`config.mk`:
```
export PLATFORM = sky130hd
export DESIGN_NAME = rram_sa_vote
export DESIGN_NICKNAME = d
export VERILOG_FILES = /design/src/rtl/rram_sa_vote.sv
export SDC_FILE = /design/constraint.sdc
export NUM_CORES = 1
export LEC_CHECK = 0
export ABC_AREA = 1
export BUFFER_PORTS_ARGS = -buffer_cell sky130_fd_sc_hd__buf_2
export CORE_MARGIN = 2
export CORE_UTILIZATION = 40
export DETAILED_ROUTE_END_ITERATION = 7
export SLEW_MARGIN = 20
export SYNTH_ARGS = -nofsm -noshare
export SYNTH_HDL_FRONTEND = slang
export SYNTH_SLANG_ARGS = --single-unit
export TNS_END_PERCENT = 10
```
`constraint.sdc`:
```
create_clock -name i_mclk -period 2.8 [get_ports i_mclk]
set_clock_uncertainty 0.1 [all_clocks]
set_input_delay 0.56 -clock i_mclk [delete_from_list [all_inputs] [get_ports i_mclk]]
set_output_delay 0.56 -clock i_mclk [all_outputs]
set_load 0.02 [all_outputs]
```
`src/rtl/rram_sa_vote.sv`:
```
// Multi-read sense-amp sequencer with per-bit majority vote and stability mask.
// Each read is SETUP (s+1) -> CLK (1) -> WAIT (until sa_rdy or timeout), with a
// one-cycle REARM between reads. Per-bit one-counters live in one small
// sub-module per data bit so the vote/stable logic stays local to each bit.

module rram_sa_vote_bit #(
    parameter int CW = 4
) (
    input  logic          i_mclk,
    input  logic          i_rst,
    input  logic          i_clr,
    input  logic          i_acc,
    input  logic          i_bit,
    input  logic [CW-1:0] i_n,
    output logic          o_vote,
    output logic          o_stable
);
    logic [CW-1:0] r_ones;
    logic [CW-1:0] w_ones_nxt;
    logic          w_inc;

    // Vote and stability are taken on the post-update count so the final read
    // is included in the result registered on the DONE transition.
    assign w_inc      = i_acc & i_bit;
    assign w_ones_nxt = r_ones + CW'(w_inc);
    assign o_vote     = {w_ones_nxt, 1'b0} > {1'b0, i_n};
    assign o_stable   = (w_ones_nxt == '0) || (w_ones_nxt == i_n);

    // One-counter: cleared on reset or when a new operation is accepted.
    always_ff @(posedge i_mclk) begin
        if (i_rst || i_clr) r_ones <= '0;
        else                r_ones <= w_ones_nxt;
    end
endmodule

module rram_sa_vote #(
    parameter  int WORD_SIZE      = 48,
    parameter  int NUM_READS_MAX  = 15,
    parameter  int TIMEOUT_CYCLES = 255,
    localparam int CW             = $clog2(NUM_READS_MAX + 1)
) (
    input  logic                 i_mclk,
    input  logic                 i_rst,
    input  logic                 i_start,
    input  logic [CW-1:0]        i_num_reads,
    input  logic [7:0]           i_setup_cycles,
    output logic                 o_busy,
    output logic                 o_done,
    output logic                 o_timeout,
    output logic                 o_sa_en,
    output logic                 o_sa_clk,
    input  logic [WORD_SIZE-1:0] i_sa_do,
    input  logic                 i_sa_rdy,
    output logic [WORD_SIZE-1:0] o_rd_data,
    output logic [WORD_SIZE-1:0] o_rd_stable
);
    localparam int TW = $clog2(TIMEOUT_CYCLES + 1);

    typedef enum logic [2:0] {
        S_IDLE, S_SETUP, S_CLK, S_WAIT, S_REARM, S_DONE
    } state_e;

    state_e               r_state;
    state_e               w_state_nxt;
    logic [CW-1:0]        r_n;
    logic [7:0]           r_s;
    logic [7:0]           r_setup_cnt;
    logic [CW-1:0]        r_idx;
    logic [TW-1:0]        r_wait_cnt;
    logic [CW-1:0]        w_n_clamp;
    logic                 w_start_acc;
    logic                 w_accept;
    logic                 w_last;
    logic                 w_abort;
    logic                 w_busy_nxt;
    logic                 w_en_nxt;
    logic                 w_clk_nxt;
    logic                 w_done_nxt;
    logic [WORD_SIZE-1:0] w_vote;
    logic [WORD_SIZE-1:0] w_stable;

    assign w_start_acc = (r_state == S_IDLE) && i_start;
    assign w_accept    = (r_state == S_WAIT) && i_sa_rdy;
    assign w_last      = (r_idx + CW'(1)) == r_n;
    // A late sa_rdy in the last allowed WAIT cycle beats the timeout.
    assign w_abort     = (r_state == S_WAIT) && !i_sa_rdy &&
                         (r_wait_cnt == TW'(TIMEOUT_CYCLES - 1));

    // Read count: 0 means one read, anything above the maximum is clamped.
    always_comb begin
        w_n_clamp = i_num_reads;
        if (i_num_reads == '0)                       w_n_clamp = CW'(1);
        else if (int'(i_num_reads) > NUM_READS_MAX)  w_n_clamp = CW'(NUM_READS_MAX);
    end

    // Per-bit one-counters with their vote and stability decisions.
    genvar gi;
    generate
        for (gi = 0; gi < WORD_SIZE; gi++) begin : g_bit
            rram_sa_vote_bit #(.CW(CW)) u_bit (
                .i_mclk   (i_mclk),
                .i_rst    (i_rst),
                .i_clr    (w_start_acc),
                .i_acc    (w_accept),
                .i_bit    (i_sa_do[gi]),
                .i_n      (r_n),
                .o_vote   (w_vote[gi]),
                .o_stable (w_stable[gi])
            );
        end
    endgenerate

    // Next-state decision.
    always_comb begin
        w_state_nxt = r_state;
        case (r_state)
            S_IDLE:  if (i_start) w_state_nxt = S_SETUP;
            S_SETUP: if (r_setup_cnt == r_s) w_state_nxt = S_CLK;
            S_CLK:   w_state_nxt = S_WAIT;
            S_WAIT: begin
                if (w_accept)     w_state_nxt = w_last ? S_DONE : S_REARM;
                else if (w_abort) w_state_nxt = S_DONE;
            end
            S_REARM: w_state_nxt = S_SETUP;
            S_DONE:  w_state_nxt = S_IDLE;
            default: w_state_nxt = S_IDLE;
        endcase
    end

    // Output decode from the next state; the results are registered below so
    // every pin changes cleanly on the clock edge.
    always_comb begin
        w_busy_nxt = (w_state_nxt != S_IDLE);
        w_en_nxt   = (w_state_nxt == S_SETUP) || (w_state_nxt == S_CLK) ||
                     (w_state_nxt == S_WAIT);
        w_clk_nxt  = (w_state_nxt == S_CLK);
        w_done_nxt = (w_state_nxt == S_DONE);
    end

    // State, counters and latched config.
    always_ff @(posedge i_mclk) begin
        if (i_rst) begin
            r_state     <= S_IDLE;
            r_n         <= '0;
            r_s         <= '0;
            r_idx       <= '0;
            r_setup_cnt <= '0;
            r_wait_cnt  <= '0;
        end else begin
            r_state     <= w_state_nxt;
            r_setup_cnt <= (r_state == S_SETUP) ? r_setup_cnt + 8'd1 : 8'd0;
            r_wait_cnt  <= (r_state == S_WAIT) ? r_wait_cnt + TW'(1) : '0;
            if (w_start_acc) begin
                r_n   <= w_n_clamp;
                r_s   <= i_setup_cycles;
                r_idx <= '0;
            end else if (w_accept) begin
                r_idx <= r_idx + CW'(1);
            end
        end
    end

    // Registered outputs; results load only when entering DONE and hold after.
    always_ff @(posedge i_mclk) begin
        if (i_rst) begin
            o_busy      <= 1'b0;
            o_done      <= 1'b0;
            o_timeout   <= 1'b0;
            o_sa_en     <= 1'b0;
            o_sa_clk    <= 1'b0;
            o_rd_data   <= '0;
            o_rd_stable <= '0;
        end else begin
            o_busy    <= w_busy_nxt;
            o_done    <= w_done_nxt;
            o_timeout <= w_abort;
            o_sa_en   <= w_en_nxt;
            o_sa_clk  <= w_clk_nxt;
            if (r_state == S_WAIT && w_state_nxt == S_DONE) begin
                o_rd_data   <= w_abort ? '0 : w_vote;
                o_rd_stable <= w_abort ? '0 : w_stable;
            end
        end
    end
endmodule

```
==> results.md, run 1 <==
- The startpoint identified for the worst register-to-register timing path is r_state[2].
- The complex-gate fraction of the synthesized area is 0.04704.
- The sink count of the clock tree is 328.
- Setup repair after global routing could not meet its margin everywhere.
- The number of global-route vias before repair is 19590.
- The total global-route track usage is 0.2207.
- The per-instance average area after synthesis is 6.439 um^2.
- Of the total synthesized cell area, the portion taken by full adders, half adders and majority gates is 0.1442.
- The number of cells on the worst reg-to-reg path is 20.
- The count of final hold-check violations is 0.
- In the layout the commonest cells are nand2_1 (1058), nor2_1 (405), inv_1 (369), dfxtp_1 (322), nand3_1 (294).
- For this configuration, the core starts out at a cell density of 0.4037.
- The worst setup path is launched from a flip-flop.
- Ranked by total cell area, the synthesized netlist is headed by dfxtp_1 (31%), nand2_1 (19%), ha_1 (14%).
- The reg-to-reg critical path endpoint is o_rd_data[27].
- The highest clock rate is 0.3841 GHz.
- The number of design-rule violations left by the first detailed-router iteration is 1083.
- Summing every instance area after synthesis gives 21170 um^2.
- Summed over all layers, the global routing overflow is 0.
- The worst-case register-to-register setup slack is 0.20 ns.
- The layer carrying the most global-route usage is met2.
- Of the cells placed in the final design, the portion with a size suffix greater than 1 is 0.1527.
- The normalized max-slew margin is 0.3940.
- The clock transition time at the flip-flop clock pins of the worst setup and hold paths is 0.06 ns.
- The startpoint of the lowest-slack hold path is i_setup_cycles[5].
- The number of pins with negative max-slew slack in the final report is 0.
- After synthesis, the share of flip-flops with an asynchronous set or reset is 0.
- The repair_antennas step left the layout with diodes totalling 0.
- The die width is 234.1 um.
- Measured along the y axis, the die boundary spans 234.1 um.
- Synthesis handed over a netlist of 3288 instances.
- The detailed-placement wirelength estimate is 40.14 mm.
- Setup violations remaining at the end of the flow were counted as 0.
- Of the post-synthesis cell area, the dominant cell type holds 0.3102.
- The path class of the tightest hold or removal check is primary input to flip-flop.
- The initial antenna violation count is 1.
- Across the run, the number of max-cap violations was 0.
- For this design, the slowest cell found on the critical path is dfxtp_1.
- The number of buffers and inverters on the critical path is 4.
- The final RePlAce weighted congestion is 0.8236.
- The placeable core area is 52450 um^2.
- The count of placed standard cells in the final layout, fillers left out is 4264.
- In the global route stage, met1 resource usage came out at 0.2944.
- The hold-critical path endpoint is r_s[5].
- The net count of the finished layout is 3855.
- The count of cell types in the netlist is 30.
- The clock passes through at most 3 buffers.
- The combinational family with the most area after synthesis is simple AND/OR/NAND/NOR gates.
- During I/O placement, the number of pins put on the boundary was 165.
- The leakage component of the power is 13.42 nW.
- In this run the power density over the cells is 485.8 nW/um^2.
- The count of standard-cell rows is 84.
- The number of remaining DRC errors is 0.
- For the worst setup path, the data required time is 3.15 ns.
- The portion of the post-synthesis area used by sequential elements is 0.3102.
- The signal on the critical path passes through inv_2 > nand3_2 > nor2_4 > inv_4 > buf_12 > nor2_1 > ha_1 > ha_1 > nand2_1 > nand2_1 > inv_1 > ha_1 > a21oi_1 > nand2_1 > nand2_1 > nand2_1 > nand2_1 > nand3_1 > nand2_1 > nor2_1.
- The number of I/O port buffers is 164.
- Compared with the post-synthesis result, the final layout area differs by 22.71%.
- The first global-routing pass estimated 98.60 mm of wire.
- The flow ran to the end, and the final reports show no timing, DRC or antenna violations.
- Yosys mapped a number of flops with a built-in enable equal to 0.
- The warning count from the yosys run is 0.
- The number of nets handed over by synthesis was 3596.
- In this design, the largest share of critical-path delay is due to simple AND/OR/NAND/NOR gates.
- The average vias per placed instance is 4.932.
- Data arrives at the worst endpoint at 2.95 ns.
- Synthesis inferred 328 register bits.
- The setup path with the least slack is of type flip-flop to flip-flop.
- The post-cts hold buffer count is 0.
- The most common cell type on the critical path is nand2_1.
- The type of element capturing the critical path is a flip-flop.
- The commonest non-fill, non-tap cell in the layout is nand2_1.
- The slew at the pin closest to its max-slew limit is 0.9091 ns.
- The final antenna-violating net count is 0.
- Of the total synthesized cell area, the portion taken by AND, OR, NAND and NOR gates is 0.3920.
- For this run, the leading register cell type out of synthesis is dfxtp_1.
- TritonCTS built the clock tree.
- The largest total area in the synthesized netlist belongs to dfxtp_1.
- In this design, the stage delay of the slowest critical-path cell is 0.30 ns.
- In the final routed layout, each cell accounts on average for 14.12 um.
- The number of cells after detailed placement is 4186.
- Measured against the total synthesized area, the mux share comes to 0.
- The die covers 54780 um^2.
- The instance area after placement is 23910 um^2.
- Entering global routing, the biggest net connects 89 pins.
- The peak fanout along the critical path is 16.
- The worst hold path passes through 3 cells.
- The global-route track usage on met3 is 0.02651.
- The post-route fraction of the period consumed by the critical path is 0.9297.
- Counting the buffers created by CTS gives 42.
- Of the total synthesized cell area, the portion taken by XOR and XNOR cells is 0.009929.
- The total iterations of the first detailed-routing run is 7.
- For this run, global-route usage on met2 was measured as 0.3723.
- The final design area excluding fillers is 25980 um^2.
- In this run the number of H-tree levels came out at 2.
- The source-to-sink clock delay at the later pin of the worst-skew pair is 0.58 ns.
- The routed design could run at a clock period as short as 2.603 ns.
- The worst voltage drop across the vdd grid is 0.3813 mV.
- Wires add up to 60.19 mm.
- The routed layout has 21030 vias.
- The tree is rooted in a clkbuf_16.
metrics by stage:
| step | setup WS, ns | hold WS, ns | power (mW) | setup TNS (ns) | util |
|---|---|---|---|---|---|
| detailed placement | -0.1987 | 0.3581 | 6.715 | -7.024 | 0.4559 |
| global route | -0.03050 | 0.1486 | 13.18 | -0.2230 | 0.4953 |
| finish | 0.1968 | 0.1573 | 12.62 | 0 | 0.4953 |
| global placement | -0.1695 | 0.3479 | 6.704 | -5.421 | 0.4559 |
| CTS | 0.09373 | 0.1272 | 12.71 | 0 | 0.4850 |
| floorplan | -0.03980 | 0.3297 | 6.101 | -0.5343 | - |
synthesized netlist by cell type (8+ instances only):
cell	instances
a21oi_1	164
nand2_1	1064
nand3_1	295
clkbuf_1	54
xor2_1	19
buf_2	54
o21ai_0	29
buf_1	18
nor2_1	422
dfxtp_1	328
nand4_1	185
buf_4	8
ha_1	244
inv_1	377
worst max-delay path by stage:
stage / cells after the start / start / to / slack, ns
6_report: 20 / r_state[2] / o_rd_data[27] / 0.20
5_1_grt: 21 / r_state[2] / o_rd_data[13] / -0.03
4_1_cts: 20 / r_state[2] / o_rd_data[21] / 0.09
3_5_place_dp: 21 / i_sa_rdy / o_rd_data[19] / -0.20
3_3_place_gp: 21 / i_sa_rdy / o_rd_data[6] / -0.17
2_1_floorplan: 20 / i_sa_rdy / o_rd_data[33] / -0.04
flip-flops by register name, indices dropped and copies added (netlist names):
name / flops
g_bit.u_bit.r_ones: 192
o_rd_data: 48
o_rd_stable: 48
r_s: 8
r_setup_cnt: 8
r_wait_cnt: 8
r_idx: 4
r_n: 4
r_state: 3
o_busy: 1
o_done: 1
o_sa_clk: 1
o_sa_en: 1
o_timeout: 1
per-layer routing:
metal / wire, um / vias up
li1: - / 11140
met2: 27500 / 373
met4: 1327 / 2
met3: 2657 / 83
met1: 28690 / 9432
met5: 13 / -
cell type report:
cell class | instances | area, um^2
flip-flops and latches | 328 | 6574
well taps | 688 | 860.8
multi-input cells | 2443 | 13090
inverters | 382 | 1450
clock inverters | 10 | 202.7
fillers | 5319 | 26470
clock buffers | 63 | 1324
repair buffers | 350 | 2480
power by group:
group | leakage [nW] | switching [mW] | internal, mW
Combinational | 10.0 | 1.28 | 0.638
Clock | 0.751 | 2.17 | 3.79
Sequential | 2.65 | 0.0281 | 4.71
Total | 13.4 | 3.47 | 9.14
worst min-delay path: cells and delay by family:
kind | cells | cell delay, ns
AND/OR/NAND/NOR | 1 | 0.08
AO/OA/AOI/OAI | 1 | 0.07
buffers and inverters | 1 | 0.07
cell families (layout without fill, tap and decap cells):
group | Yosys count | count (layout)
flops | 328 | 328
xor+xnor | 24 | 24
simple gates | 1978 | 1978
buf+inv | 517 | 805
fa+ha+maj | 244 | 244
compound gates | 197 | 197
what timing repair did:
action / 4_1_cts / 5_1_grt
resized for setup: 0 / 114
setup endpoints to repair: 0 / 47
setup buffers: 0 / 5
No activity file was read; power rests on OpenSTA's default activity.
==> inputs of run 2 (changes only) <==
--- a/config.mk
+++ b/config.mk
@@ -8,4 +8,5 @@
 export ABC_AREA = 1
 export BUFFER_PORTS_ARGS = -buffer_cell sky130_fd_sc_hd__buf_2
+export CAP_MARGIN = 20
 export CORE_MARGIN = 2
 export CORE_UTILIZATION = 40
==> constraint.sdc (replaced) <==
create_clock -name i_mclk -period 2.8 [get_ports i_mclk]
set_clock_uncertainty 0.1 [all_clocks]
set_input_delay 0.42 -clock i_mclk [delete_from_list [all_inputs] [get_ports i_mclk]]
set_output_delay 0.42 -clock i_mclk [all_outputs]
set_load 0.02 [all_outputs]
==> results.md, run 2 (same netlist as run 1, synthesis figures left out) <==
- The run finished with clean final reports.
- The placeable core area was 52450 um^2 (unchanged).
- In this run the worst hold path is classified as primary input to flip-flop.
- The leakage component of the power is 13.14 nW (-2.1%).
- The number of levels in the clock H-tree is 2 (unchanged).
- g_bit.u_bit.r_ones holds more flip-flops than any other register.
- The via count is 20880 (-0.70%).
- The total iterations of the first detailed-routing run is 5 (-2).
- The sink count of the clock tree was 328 (unchanged).
- The number of cells after detailed placement is 4138 (-1.1%).
- The detailed-placement wirelength estimate is 39.39 mm (-1.9%).
- The number of I/O port buffers is 164 (unchanged).
- The final design area excluding fillers is 25650 um^2 (-1.3%).
- The switching power was 3.446 mW (-0.79%).
- The core occupancy in the finished layout is 0.4891 (-0.006227).
- The source-to-sink clock delay at the later pin of the worst-skew pair is 0.57 ns (about the same).
- The slew at the pin closest to its max-slew limit was 0.6036 ns (-0.3054 ns).
- The count of standard-cell rows is 84 (unchanged).
- The instance area after placement is 23500 um^2 (-1.7%).
- The total global-route track usage is 0.2187 (-0.002037).
- The remaining global-route overflow came to 0 (unchanged).
- The number of remaining DRC errors is 0 (unchanged).
- The clock buffer count from CTS is 41 (-2.4%).
- The initial antenna violation count is 1 (unchanged).
- The shortest clock period the worst path allows after layout is 2.674 ns (+0.07087 ns).
- The maximum cell stage delay along the critical path is 0.31 ns (about the same).
- The net count reported at finish is 3815 (-1.0%).
- The number of design-rule violations left by the first detailed-router iteration is 1113 (+2.8%).
- The part of the power in registers is 0.392 (+0.016).
- The clock root buffer is clkbuf_16.
- The total power divided by cell area is 472.0 nW/um^2 (-2.8%).
- STA classifies the critical path startpoint as a flip-flop.
- The worst setup path is captured at a flip-flop.
- The detailed-route wire length was 61.08 mm (+1.5%).
- The setup violation total in the final timing report is 0 (unchanged).
- The peak fanout along the critical path is 14 (-2).
- The post-detailed-route wirelength per cell is 14.45 um (+2.4%).
- The vertical die dimension was 234.1 um (unchanged).
- The classification of the worst setup path is flip-flop to flip-flop.
- The flip-flop count of the largest register, all copies and words added is 192 (unchanged).
- The worst-case register-to-register setup slack is 0.13 ns (-0.07 ns).
- The largest registers in the layout are g_bit.u_bit.r_ones (192), o_rd_data (48), o_rd_stable (48).
- The part of the power in the clock network was 0.448 (-0.025).
- The count of placed standard cells in the final layout, fillers left out came to 4226 (-0.89%).
- The die width came to 234.1 um (unchanged).
- The number of global-route vias before repair came to 19450 (-0.70%).
- The count of boundary I/O pins is 165 (unchanged).
- The largest net degree at the start of global routing is 91 (+2.2%).
- The arrival time at the worst endpoint is 3.03 ns (+0.08 ns).
- The power consumption is 12.11 mW (-4.1%).
- The fraction of layout cells with a size suffix above 1 is 0.1470 (-0.005709).
- The average vias per placed instance is 4.941 (+0.19%).
- The worst voltage drop across the vdd grid is 0.4039 mV (+5.9%).
- The number of pins with negative max-slew slack in the final report came to 0 (unchanged).
- The most common cell type on the critical path is nand2_1.
- The area of the multi-input gates is 13200 um^2 (+0.88%).
- The max-cap violation count came to 0 (unchanged).
- The final antenna-violating net count is 0 (unchanged).
- The normalized max-slew margin was 0.5945 (+0.2005).
- The highest clock rate is 0.3740 GHz (-2.7%).
- The number of filler instances in the final layout came to 5408 (+1.7%).
- The critical path data required time is 3.16 ns (about the same).
- The count of final hold-check violations is 0 (unchanged).
- The initial cell density of the core came to 0.4037 (unchanged).
- The area of the die is 54780 um^2 (unchanged).
- The proportion of total power due to net switching is 0.2847 (+0.009389).
- The wire length of the first global-routing pass came to 97.58 mm (-1.0%).
- The commonest non-fill, non-tap cell in the layout is nand2_1.
- The layout overhead on the synthesized area is 21.16%.
- The number of buffers on the longest clock path was 3 (unchanged).
- The internal power is 8.660 mW (-5.3%).
- The cell with the largest stage delay on the worst path is ha_1.
- The final RePlAce weighted congestion is 0.8123 (-1.4%).
- The clock transition time at the flip-flop clock pins of the worst setup and hold paths is 0.06 ns (about the same).
- The post-route fraction of the period consumed by the critical path was 0.9550 (+0.02531).
- The combinational share of power is 0.160 (+0.008).
- The signal on the critical path passes through inv_1 > nand3_2 > nor2_4 > inv_6 > buf_12 > nor2_1 > ha_2 > ha_1 > nand2_1 > nand2_2 > inv_1 > ha_1 > a21oi_2 > nand2_1 > nand2_1 > nand2_1 > nand2_1 > nand3_1 > nand2_1 > nor2_1.
- Setup repair after global routing could not meet its margin everywhere.
- The count of antenna diodes in the layout is 0 (unchanged).
- Leaving out fill and tap cells, the most frequent cells in the layout are nand2_1 (1058), nor2_1 (404), inv_1 (366), dfxtp_1 (324), nand3_1 (293).
- The TritonCTS clock tree is yes.
- The register cell area after layout is 6571 um^2 (about the same).
-- run 2: power groups by stage --
stage	Combinational, mW	Clock [mW]	Sequential (mW)
2_1_floorplan	1.25	0	4.85
3_3_place_gp	1.85	0	4.85
3_5_place_dp	1.86	0	4.85
4_1_cts	1.87	5.58	4.75
5_1_grt	2.17	5.77	4.75
6_report	1.94	5.42	4.75
-- run 2: final timing paths --
path                                        start             to  cells after the start
worst max register to register         r_state[2]  o_rd_data[13]                     20
worst max-delay path                   r_state[2]  o_rd_data[13]                     20
worst min register to register      r_wait_cnt[0]  r_wait_cnt[0]                      1
worst min-delay path            i_setup_cycles[0]         r_s[0]                      3
-- run 2: timing repair --
| item | in CTS | in global routing |
|---|---|---|
| resized for setup | 0 | 138 |
| endpoints found under the hold margin | 4 | 0 |
| buffers inserted | 0 | 7 |
| setup endpoints to repair | 0 | 42 |
| hold buffers | 4 | 0 |
-- run 2: cell type report --
| type | instances | area share |
|---|---|---|
| Clock buffer | 66 | 0.05000 |
| Clock inverter | 8 | 0.003658 |
| Inverter | 382 | 0.05673 |
| Multi-Input combinational cell | 2443 | 0.5147 |
| Sequential cell | 328 | 0.2562 |
| Tap cell | 688 | 0.03356 |
| Timing Repair Buffer | 311 | 0.08522 |
-- run 2: through the flow --
stage               hold slack [ns]  setup slack [ns]  TNS (ns)
finish                      0.04132            0.1259         0
floorplan                    0.3297           0.06721         0
global placement             0.3491          -0.04194   -0.2123
global route                0.05509          -0.09130    -1.289
CTS                         0.01187           0.07240         0
detailed placement           0.3547          -0.08594    -1.032
-- run 2: worst max-delay path: cells and delay by family (launching register included) --
kind            cells  cell delay, ns
buf+inv             4            0.37
compound gates      1            0.15
simple gates       12            0.95
fa+ha+maj           3            0.66
flops               1            0.30
-- run 2: layer usage --
| layer | global-route usage | up-vias | routed length (um) |
|---|---|---|---|
| li1 | - | 11040 | - |
| met1 | 0.2878 | 9335 | 28880 |
| met2 | 0.3693 | 415 | 27740 |
| met3 | 0.02930 | 91 | 2993 |
| met4 | 0.06962 | 0 | 1465 |
| met5 | 0 | - | 0 |
